## config.mk

```make
export PLATFORM = sky130hd
export DESIGN_NAME = chest_hare_egg_pipeline
export DESIGN_NICKNAME = d
export VERILOG_FILES = /design/src/rtl/chest_hare_egg_pipeline_pkg.sv /design/src/rtl/chest_hare_egg_pipeline_egg.sv /design/src/rtl/chest_hare_egg_pipeline.sv
export SDC_FILE = /design/constraint.sdc
export NUM_CORES = 1
export LEC_CHECK = 0
export CAP_MARGIN = 15
export CORE_UTILIZATION = 35
export CTS_CLUSTER_DIAMETER = 80
export CTS_CLUSTER_SIZE = 14
export DETAILED_ROUTE_END_ITERATION = 7
export PLACE_DENSITY = 0.61
export SYNTH_ARGS = -nofsm -noshare
export SYNTH_HDL_FRONTEND = slang
export SYNTH_SLANG_ARGS = --single-unit
```

## constraint.sdc

```tcl
create_clock -name clk -period 7.4 [get_ports clk]
set_clock_uncertainty 0.15 [all_clocks]
set_input_delay 1.48 -clock clk [delete_from_list [all_inputs] [get_ports clk]]
set_output_delay 1.48 -clock clk [all_outputs]
set_load 0.02 [all_outputs]
```

## src/rtl/chest_hare_egg_pipeline_pkg.sv

```systemverilog
// Shared constants, egg FSM states and helpers for the chest/hare/egg pipeline.
package chest_hare_egg_pipeline_pkg;

    localparam logic [31:0] PHI = 32'h9E37_79B9;

    localparam logic [31:0] IV0 = 32'h6A09_E667;
    localparam logic [31:0] IV1 = 32'hBB67_AE85;
    localparam logic [31:0] IV2 = 32'h3C6E_F372;
    localparam logic [31:0] IV3 = 32'hA54F_F53A;
    localparam logic [31:0] IV4 = 32'h510E_527F;
    localparam logic [31:0] IV5 = 32'h9B05_688C;
    localparam logic [31:0] IV6 = 32'h1F83_D9AB;
    localparam logic [31:0] IV7 = 32'h5BE0_CD19;

    typedef enum logic [1:0] {
        EGG_IDLE,
        EGG_LOAD,
        EGG_ROUND,
        EGG_FINISH
    } egg_state_e;

    function automatic logic [31:0] rotl(input logic [31:0] x, input logic [4:0] n);
        logic [63:0] dbl;
        dbl = {x, x} << n;
        return dbl[63:32];
    endfunction

    function automatic logic [31:0] iv_word(input logic [2:0] i);
        logic [31:0] w;
        case (i)
            3'd0:    w = IV0;
            3'd1:    w = IV1;
            3'd2:    w = IV2;
            3'd3:    w = IV3;
            3'd4:    w = IV4;
            3'd5:    w = IV5;
            3'd6:    w = IV6;
            default: w = IV7;
        endcase
        return w;
    endfunction

endpackage

```

## src/rtl/chest_hare_egg_pipeline_egg.sv

```systemverilog
// Iterative 256-bit hash engine: captures one hare word per job and reports the digest.
//
// state      | meaning
// -----------+--------------------------------------------------
// EGG_IDLE   | waiting for the hare to be running
// EGG_LOAD   | capture header word, seed state with IV, clear r
// EGG_ROUND  | one compression round per cycle, ROUNDS cycles
// EGG_FINISH | digest valid, done pulse
module egg_hash_engine
    import chest_hare_egg_pipeline_pkg::*;
#(
    parameter int ROUNDS = 64
) (
    input  logic         clk,
    input  logic         rst_n,
    input  logic         start,
    input  logic [31:0]  hare_word,
    output logic         busy,
    output logic         done,
    output logic [255:0] gold_hash
);

    localparam logic [7:0] LAST_R = 8'(ROUNDS - 1);

    egg_state_e          state_q, state_d;
    logic [7:0][31:0]    s_q, s_d;
    logic [31:0]         hdr_q, hdr_d;
    logic [7:0]          r_q, r_d;
    logic [255:0]        gold_q, gold_d;
    logic [31:0]         w;
    logic [31:0]         t;

    always_ff @(posedge clk) begin
        if (!rst_n) begin
            state_q <= EGG_IDLE;
            s_q     <= '0;
            hdr_q   <= '0;
            r_q     <= '0;
            gold_q  <= '0;
        end else begin
            state_q <= state_d;
            s_q     <= s_d;
            hdr_q   <= hdr_d;
            r_q     <= r_d;
            gold_q  <= gold_d;
        end
    end

    always_comb begin
        state_d = state_q;
        s_d     = s_q;
        hdr_d   = hdr_q;
        r_d     = r_q;
        gold_d  = gold_q;
        w       = '0;
        t       = '0;
        case (state_q)
            EGG_IDLE: begin
                if (start) state_d = EGG_LOAD;
            end
            EGG_LOAD: begin
                hdr_d = hare_word;
                for (int i = 0; i < 8; i++) s_d[i] = iv_word(3'(i));
                r_d     = '0;
                state_d = EGG_ROUND;
            end
            EGG_ROUND: begin
                // Only header word 0 is non-zero, so w[r mod 16] is hdr at r mod 16 == 0.
                w   = (r_q[3:0] == 4'd0) ? hdr_q : 32'd0;
                t   = rotl(s_q[0], 5'd5) + (s_q[1] ^ s_q[2]) + s_q[7] + w + (PHI + {24'd0, r_q});
                s_d = {s_q[6:0], t};
                r_d = r_q + 8'd1;
                if (r_q == LAST_R) begin
                    state_d = EGG_FINISH;
                    for (int i = 0; i < 8; i++) gold_d[32*(7-i) +: 32] = s_d[i] + iv_word(3'(i));
                end
            end
            EGG_FINISH: begin
                state_d = EGG_IDLE;
            end
            default: state_d = EGG_IDLE;
        endcase
    end

    assign busy      = (state_q == EGG_LOAD) || (state_q == EGG_ROUND);
    assign done      = (state_q == EGG_FINISH);
    assign gold_hash = gold_q;

endmodule

```

## src/rtl/chest_hare_egg_pipeline.sv

```systemverilog
// Top: configuration handshake (chest), evolving 32-bit transform (hare), hash engine (egg).
module chest_hare_egg_pipeline
    import chest_hare_egg_pipeline_pkg::*;
#(
    parameter int NUM_ALGOS = 1,
    parameter int CFG_LAT   = 4,
    parameter int ROUNDS    = 64
) (
    input  logic         clk,
    input  logic         rst_n,
    input  logic [5:0]   algo_select,
    input  logic [31:0]  data_in,
    input  logic         trigger_rebirth,
    output logic         algorithm_ready,
    output logic         config_error,
    output logic [31:0]  data_out,
    output logic [255:0] gold_hash,
    output logic         done,
    output logic         busy
);

    localparam int         CW          = (CFG_LAT < 1) ? 1 : $clog2(CFG_LAT + 1);
    localparam logic [CW-1:0] CFG_LAT_W = CW'(CFG_LAT);
    localparam logic [6:0] NUM_ALGOS_W = 7'(NUM_ALGOS);

    logic          latched_q, latched_d;
    logic          valid_q, valid_d;
    logic [CW-1:0] cnt_q, cnt_d;
    logic          ready_q, ready_d;
    logic          cfg_err_q, cfg_err_d;
    logic [31:0]   data_out_q, data_out_d;
    logic          hare_en_q, hare_en_d;

    always_ff @(posedge clk) begin
        if (!rst_n) begin
            latched_q  <= 1'b0;
            valid_q    <= 1'b0;
            cnt_q      <= '0;
            ready_q    <= 1'b0;
            cfg_err_q  <= 1'b0;
            data_out_q <= '0;
            hare_en_q  <= 1'b0;
        end else begin
            latched_q  <= latched_d;
            valid_q    <= valid_d;
            cnt_q      <= cnt_d;
            ready_q    <= ready_d;
            cfg_err_q  <= cfg_err_d;
            data_out_q <= data_out_d;
            hare_en_q  <= hare_en_d;
        end
    end

    always_comb begin
        latched_d = 1'b1;
        valid_d   = valid_q;
        cnt_d     = cnt_q;
        if (!latched_q) begin
            valid_d = ({1'b0, algo_select} < NUM_ALGOS_W);
            cnt_d   = CFG_LAT_W;
        end else if (cnt_q != '0) begin
            cnt_d = cnt_q - 1'b1;
        end
        ready_d   = ready_q | (latched_q & valid_q & (cnt_q == '0));
        cfg_err_d = cfg_err_q | (latched_q & ~valid_q);

        data_out_d = '0;
        if (ready_q) begin
            if (trigger_rebirth) data_out_d = data_in ^ PHI;
            else                 data_out_d = (data_in ^ rotl(data_out_q, 5'd5)) + PHI;
        end
        // Egg starts only once the hare has completed at least one update.
        hare_en_d = ready_q;
    end

    egg_hash_engine #(.ROUNDS(ROUNDS)) u_egg (
        .clk       (clk),
        .rst_n     (rst_n),
        .start     (hare_en_q),
        .hare_word (data_out_q),
        .busy      (busy),
        .done      (done),
        .gold_hash (gold_hash)
    );

    assign algorithm_ready = ready_q;
    assign config_error    = cfg_err_q;
    assign data_out        = data_out_q;

endmodule

```

Yosys cells after proc, flatten, opt, wreduce, memory -nomap -nowiden --
Index checks and enable logic that the tools add are counted.
Word-level totals: flip-flop bits (word level) 594, latch bits 0, memory bits (writable) 0, memory bits (read-only) 0, input bits 41, output and inout port bits 292, logic and storage cells 89, memories 0
Cells by class: add/sub/neg operators 16, $mul 0, divide/modulo/power cells 0, order comparisons 1, equal/unequal tests 7, shift operators 0, muxes and demuxes 26, bitwise logic cells 9, reductions and logical operators 10
Operators with widths (number):
- $mux W32 | 18
- $pmux W256 S2 | 1
- $add A32 B32 Y32 | 12
- $xor A32 B32 Y32 | 2
- $add A32 B32 Y32 const B | 1
- $add A32 B8 Y32 const A | 1
- $not A20 Y20 | 1
- $pmux W8 S2 | 1
- $add A8 B1 Y8 const B | 1
- $eq A8 B6 Y1 const B | 1
- $pmux W2 S4 | 1
- $reduce_and A2 Y1 | 4
- $lt A6 B1 Y1 const B | 1
- $mux W3 | 2
- $eq A2 B2 Y1 const B | 2
- $logic_not A4 Y1 | 1
- $mux W2 | 2
- $ne A2 B1 Y1 const B | 2
- $and A1 B1 Y1 | 3
- $logic_not A3 Y1 | 1
- $reduce_bool A3 Y1 | 1
- $sub A3 B1 Y3 const B | 1
- $eq A2 B1 Y1 const B | 1
- $logic_not A2 Y1 | 1
- other kinds (6) | 7

Logic depth before layout (Yosys ltp) --
depth in word-level cells 6, depth in mapped cells 24, gate-level depth less buffers 22

Cells and area by module --
A second synthesis with hierarchy kept.
Unflattened totals: cell total of the unflattened synthesis 3769, area, all modules 31037.3 sq um
Modules (own cells, without submodules):
- egg_hash_engine | times used 1, cells each 3416, area each 28119.5 sq um, seq. area each 11090.6 sq um
- chest_hare_egg_pipeline | times used 1, cells each 353, area each 2917.8 sq um, seq. area each 800.8 sq um

Worst setup path before layout --
Ideal clock, no wire load.
kind register to register, start register u_egg.r_q[0], end register u_egg.gold_q[253], in the netlist u_egg.gold_hash[253], setup time 0.122 ns, data arrival time 5.381 ns, path slack 1.747 ns, cell stages (with the launch flop) 24, path buffers 2, period minus slack after synthesis 5.653 ns, cell sequence dfxtp_1 > inv_1 > ha_1 > nor3b_1 > clkbuf_1 > and2_1 > fa_1 > inv_1 > fa_1 > fa_1 > inv_1 > ha_1 > fa_1 > a21oi_1 > o21ai_1 > a22o_1 > or2_1 > buf_6 > xnor2_4 > a2111oi_4 > nand3_1 > o21ai_2 > a21oi_1 > a311o_1
On the way: longest elaborated chain between the ends 5
Ends and longest elaborated chain:
- start: declaration | RTL line chest_hare_egg_pipeline_egg.sv:28 | logic [7:0] r_q, r_d;
- start signal: assignment | RTL line chest_hare_egg_pipeline_egg.sv:44 | r_q <= r_d;
- $logic_not A4 Y1 | RTL line chest_hare_egg_pipeline_egg.sv:69 | w = (r_q[3:0] == 4'd0) ? hdr_q : 32'd0;
- $mux W32 | RTL line chest_hare_egg_pipeline_egg.sv:69
- $add A32 B32 Y32 (2 in series) | RTL line chest_hare_egg_pipeline_egg.sv:70 | t = rotl(s_q[0], 5'd5) + (s_q[1] ^ s_q[2]) + s_q[7] + w + (PHI + {24'd0, r_q});
- $add A32 B32 Y32 | RTL line chest_hare_egg_pipeline_egg.sv:75 | for (int i = 0; i < 8; i++) gold_d[32*(7-i) +: 32] = s_d[i] + iv_word(3'(i));
- end signal: assignment | RTL line chest_hare_egg_pipeline_egg.sv:45 | gold_q <= gold_d;
- end: declaration | RTL line chest_hare_egg_pipeline_egg.sv:29 | logic [255:0] gold_q, gold_d;
Several ways; a longest one is shown, not always the timed one. A chain may end at the register's enable or synchronous reset.

Worst setup path in the final report --
start register u_egg.r_q[0], end register u_egg.gold_q[254], in the netlist u_egg.gold_hash[254]
Same word-level chain as after synthesis.

==> impl_metrics.ini <==
[setup_path]
ff2ff_path_depth = 21
reg2reg_slack_ns = 1.11
crit_slowest_cell = o31ai_1
cp_cell_sequence = inv_1, ha_1, nor3b_2, and2_1, fa_1, inv_1, fa_1, fa_1, inv_1, ha_1, fa_1, a21oi_1, o21bai_1, xor2_1, nor3_1, o31ai_1, o211ai_2, a31o_4, o211ai_2, xnor2_1, a21oi_1
crit_type = reg -> reg
r2r-end = u_egg.gold_hash[254]
worstSetupEndpointType = flip-flop
start_kind = flip-flop
reg2reg_from = u_egg.r_q[0]
cp_max_fo = 6
cp.arrival_ns = 6.60
cp_num_buf_inv = 3
crit_top_cell = fa_1
required_ns = 7.71
path_delay_family = adder cells
critPathMaxStageDelay_ns = 0.61

[synth]
yosys_warnings = 0
synth_seq_cells = 594
yosysMostFrequentCell = dfxtp_1
synth-adder-area-share = 0.0826
synthesis.nets = 3964
synth_area_leaders = dfxtp_1 (39%), a21oi_1 (5.3%), nand2_1 (5.2%), xnor2_1 (5.2%), fa_1 (4.6%)
synth_top_family_by_area = compound AO/OA/AOI/OAI gates
synth_area_leader_cell = dfxtp_1
synth_mux_area_frac = 0.0140
yosys.area_share.simple = 0.168
synth_common_cells = dfxtp_1 (594), nand2_1 (426), a21oi_1 (324), nor2_1 (307), inv_1 (260)
synth_edf_count = 0
syn_inst = 3762
syn_avg_cell_area_um2 = 8.18
synth_sequential_area_ratio = 0.387
synth_top_area_frac = 0.387
synth_area_mm2 = 0.0308
synth_ff_type = dfxtp_1
synth_xor_area_frac = 0.0858
synth_compound_area_frac = 0.198
yosysUniqueCellTypes = 91
ys_async_sr_fraction = 0

[floorplanning]
die_area_mm2 = 0.0891
num_io_pins = 333
dieHeight_um = 298
die_w_um = 298
initial_utilization = 0.354
rows = 108
placeableCoreArea_mm2 = 0.0869

[placed_design]
place.gp.congestion = 0.946
port_buffers = 332
place.detailed.hpwl_um = 79300
preCtsSetupSlack_ns = 1.17
place_area_mm2 = 0.0348

[finish]
syn_to_final_growth_pct = 17.8
fin_area_mm2 = 0.0362
fill_cells = 8826
drive_gt1_frac = 0.0347
diodes = 0
nets = 4108

[pwr]
power_mw = 14.5
p_leak_nw = 12.8
power_density_mw_per_mm2 = 401
ir_worst_vdd_mv = 0.352

[detailed_routing]
dr_total_vias = 27165
drt_iter0_markers = 2105
firstDrtPassIters = 6
via_per_inst = 5.35
wl_per_cell_um = 20.9
drc_errors = 0
ant_nets = 0
routed_wl_um = 106000

[sta]
slew-limit-headroom = 0.344
fin_crit_sh = 0.850
tightestPinTransition_ns = 0.984
rsz0062_at_grt = false
hold_violations = 0
fin_ws_ns = 1.11
setup-tns-final_ns = 0
min_period_ns = 6.29
setup_viol = 0
fmax_mhz = 159
drv_slew = 0

[status]
status = finished clean

[global_routing]
overflow = 0
antenna_found_initial = 2
grt_usage = 0.231
grt_pass1_wl_um = 159000
grt_pass1_vias = 25154
grt_max_degree = 201

[clock_network]
hold_buffers = 0
cts_buffers = 51
clock_latency_ns = 0.63
htreeDepth = 2
clock_sinks = 594
path_clk_slew_ns = 0.07
clockBufferDepth = 3
post_cts_buffers = 0
cts_tree = done
clockRootBuffer = clkbuf_16
cts_resized = 0

[min_path]
min_path_type = reg -> reg
hold_depth = 2
hold_start = u_egg.gold_hash[215]
whs_endpoint = u_egg.gold_hash[215]

[flow_run]
max_cap_viol_count = 0
[power breakdown]
| group | total [mW] | switching (mW) | internal [mW] |
|---|---|---|---|
| Sequential | 4.13 | 0.609 | 3.53 |
| Combinational | 7.83 | 5.01 | 2.82 |
| Clock | 2.58 | 1.26 | 1.33 |
| Total | 14.5 | 6.87 | 7.67 |
[sequential cells by signal, summed over array words and instances (netlist names)]
name             cells
algorithm_ready      1
cnt_q                3
config_error         1
data_out            32
hare_en_q            1
latched_q            1
u_egg.gold_hash    256
u_egg.hdr_q         32
u_egg.r_q            8
u_egg.s_q          256
u_egg.state_q        2
valid_q              1
[stage by stage]
stage,utilization,cells,hold WS (ns)
3_5_place_dp,0.400,5008,0.293
4_1_cts,0.417,5073,0.303
2_1_floorplan,-,3762,0.291
3_3_place_gp,0.400,5008,0.289
6_report,0.417,5073,0.301
5_1_grt,0.417,5073,0.321
[final cells by class]
class                   count  area, um2  area share
multi-input cells        2645      16900       0.467
flip-flops and latches    594      11900       0.328
repair buffers            353       3530      0.0974
well taps                1155       1450      0.0399
clock buffers              54       1300      0.0358
inverters                 261        988      0.0273
clock inverters            11        159     0.00438
[cells by family (layout without fill, tap and decap cells)]
group / after synthesis / after routing
simple gates: 1142 / 1142
compound gates: 1002 / 1002
flops: 594 / 594
buf+inv: 523 / 679
xor+xnor: 297 / 297
fa+ha+maj: 161 / 161
mux: 43 / 43
[worst reg2reg max path: stages, from the launching register on]
cell,delay [ns]
dfxtp_1,0.43
inv_1,0.08
ha_1,0.19
nor3b_2,0.19
and2_1,0.19
fa_1,0.48
inv_1,0.06
fa_1,0.50
fa_1,0.54
inv_1,0.04
ha_1,0.24
fa_1,0.42
a21oi_1,0.35
o21bai_1,0.12
xor2_1,0.36
nor3_1,0.18
o31ai_1,0.61
o211ai_2,0.25
a31o_4,0.36
o211ai_2,0.19
xnor2_1,0.14
a21oi_1,0.08
[layout by cell type, fill, tap and decap left out, types with 17 or more instances in the layout]
master / synthesis / routed
nand4_1: 21 / 21
a311oi_1: 34 / 34
o21ai_1: 25 / 25
nand2_1: 426 / 426
fa_1: 70 / 70
o21ai_0: 240 / 240
or3_1: 42 / 42
xnor2_1: 182 / 182
buf_4: 2 / 18
a211oi_1: 78 / 78
a31oi_1: 135 / 135
and3_1: 28 / 27
xor2_1: 113 / 113
mux2i_1: 43 / 43
nand3_1: 171 / 170
ha_1: 91 / 88
a21oi_1: 324 / 324
nor2_1: 307 / 307
clkbuf_16: 0 / 51
clkdlybuf4s50_1: 0 / 331
o21a_1: 17 / 17
and2_1: 27 / 28
dfxtp_1: 594 / 594
inv_1: 260 / 259
nor3_1: 39 / 39
[per-layer routing]
| metal | wire [um] | global-route usage |
|---|---|---|
| met1 | 48100 | 0.320 |
| met2 | 48800 | 0.373 |
| met3 | 6320 | 0.0315 |
| met4 | 2900 | 0.0650 |
| met5 | 0 | 0 |
[worst max-delay path by stage]
stage                                end          from  cells past startpoint  slack (ns)
finish              u_egg.gold_hash[254]  u_egg.r_q[0]                     21        1.11
global route        u_egg.gold_hash[255]  u_egg.r_q[0]                     21        0.61
CTS                 u_egg.gold_hash[254]  u_egg.r_q[0]                     21        1.12
detailed placement  u_egg.gold_hash[254]  u_egg.r_q[0]                     21        1.17
global placement    u_egg.gold_hash[255]  u_egg.r_q[0]                     21        1.27
floorplan           u_egg.gold_hash[253]  u_egg.r_q[0]                     23        1.75
No activity file was read; power rests on OpenSTA's default activity.
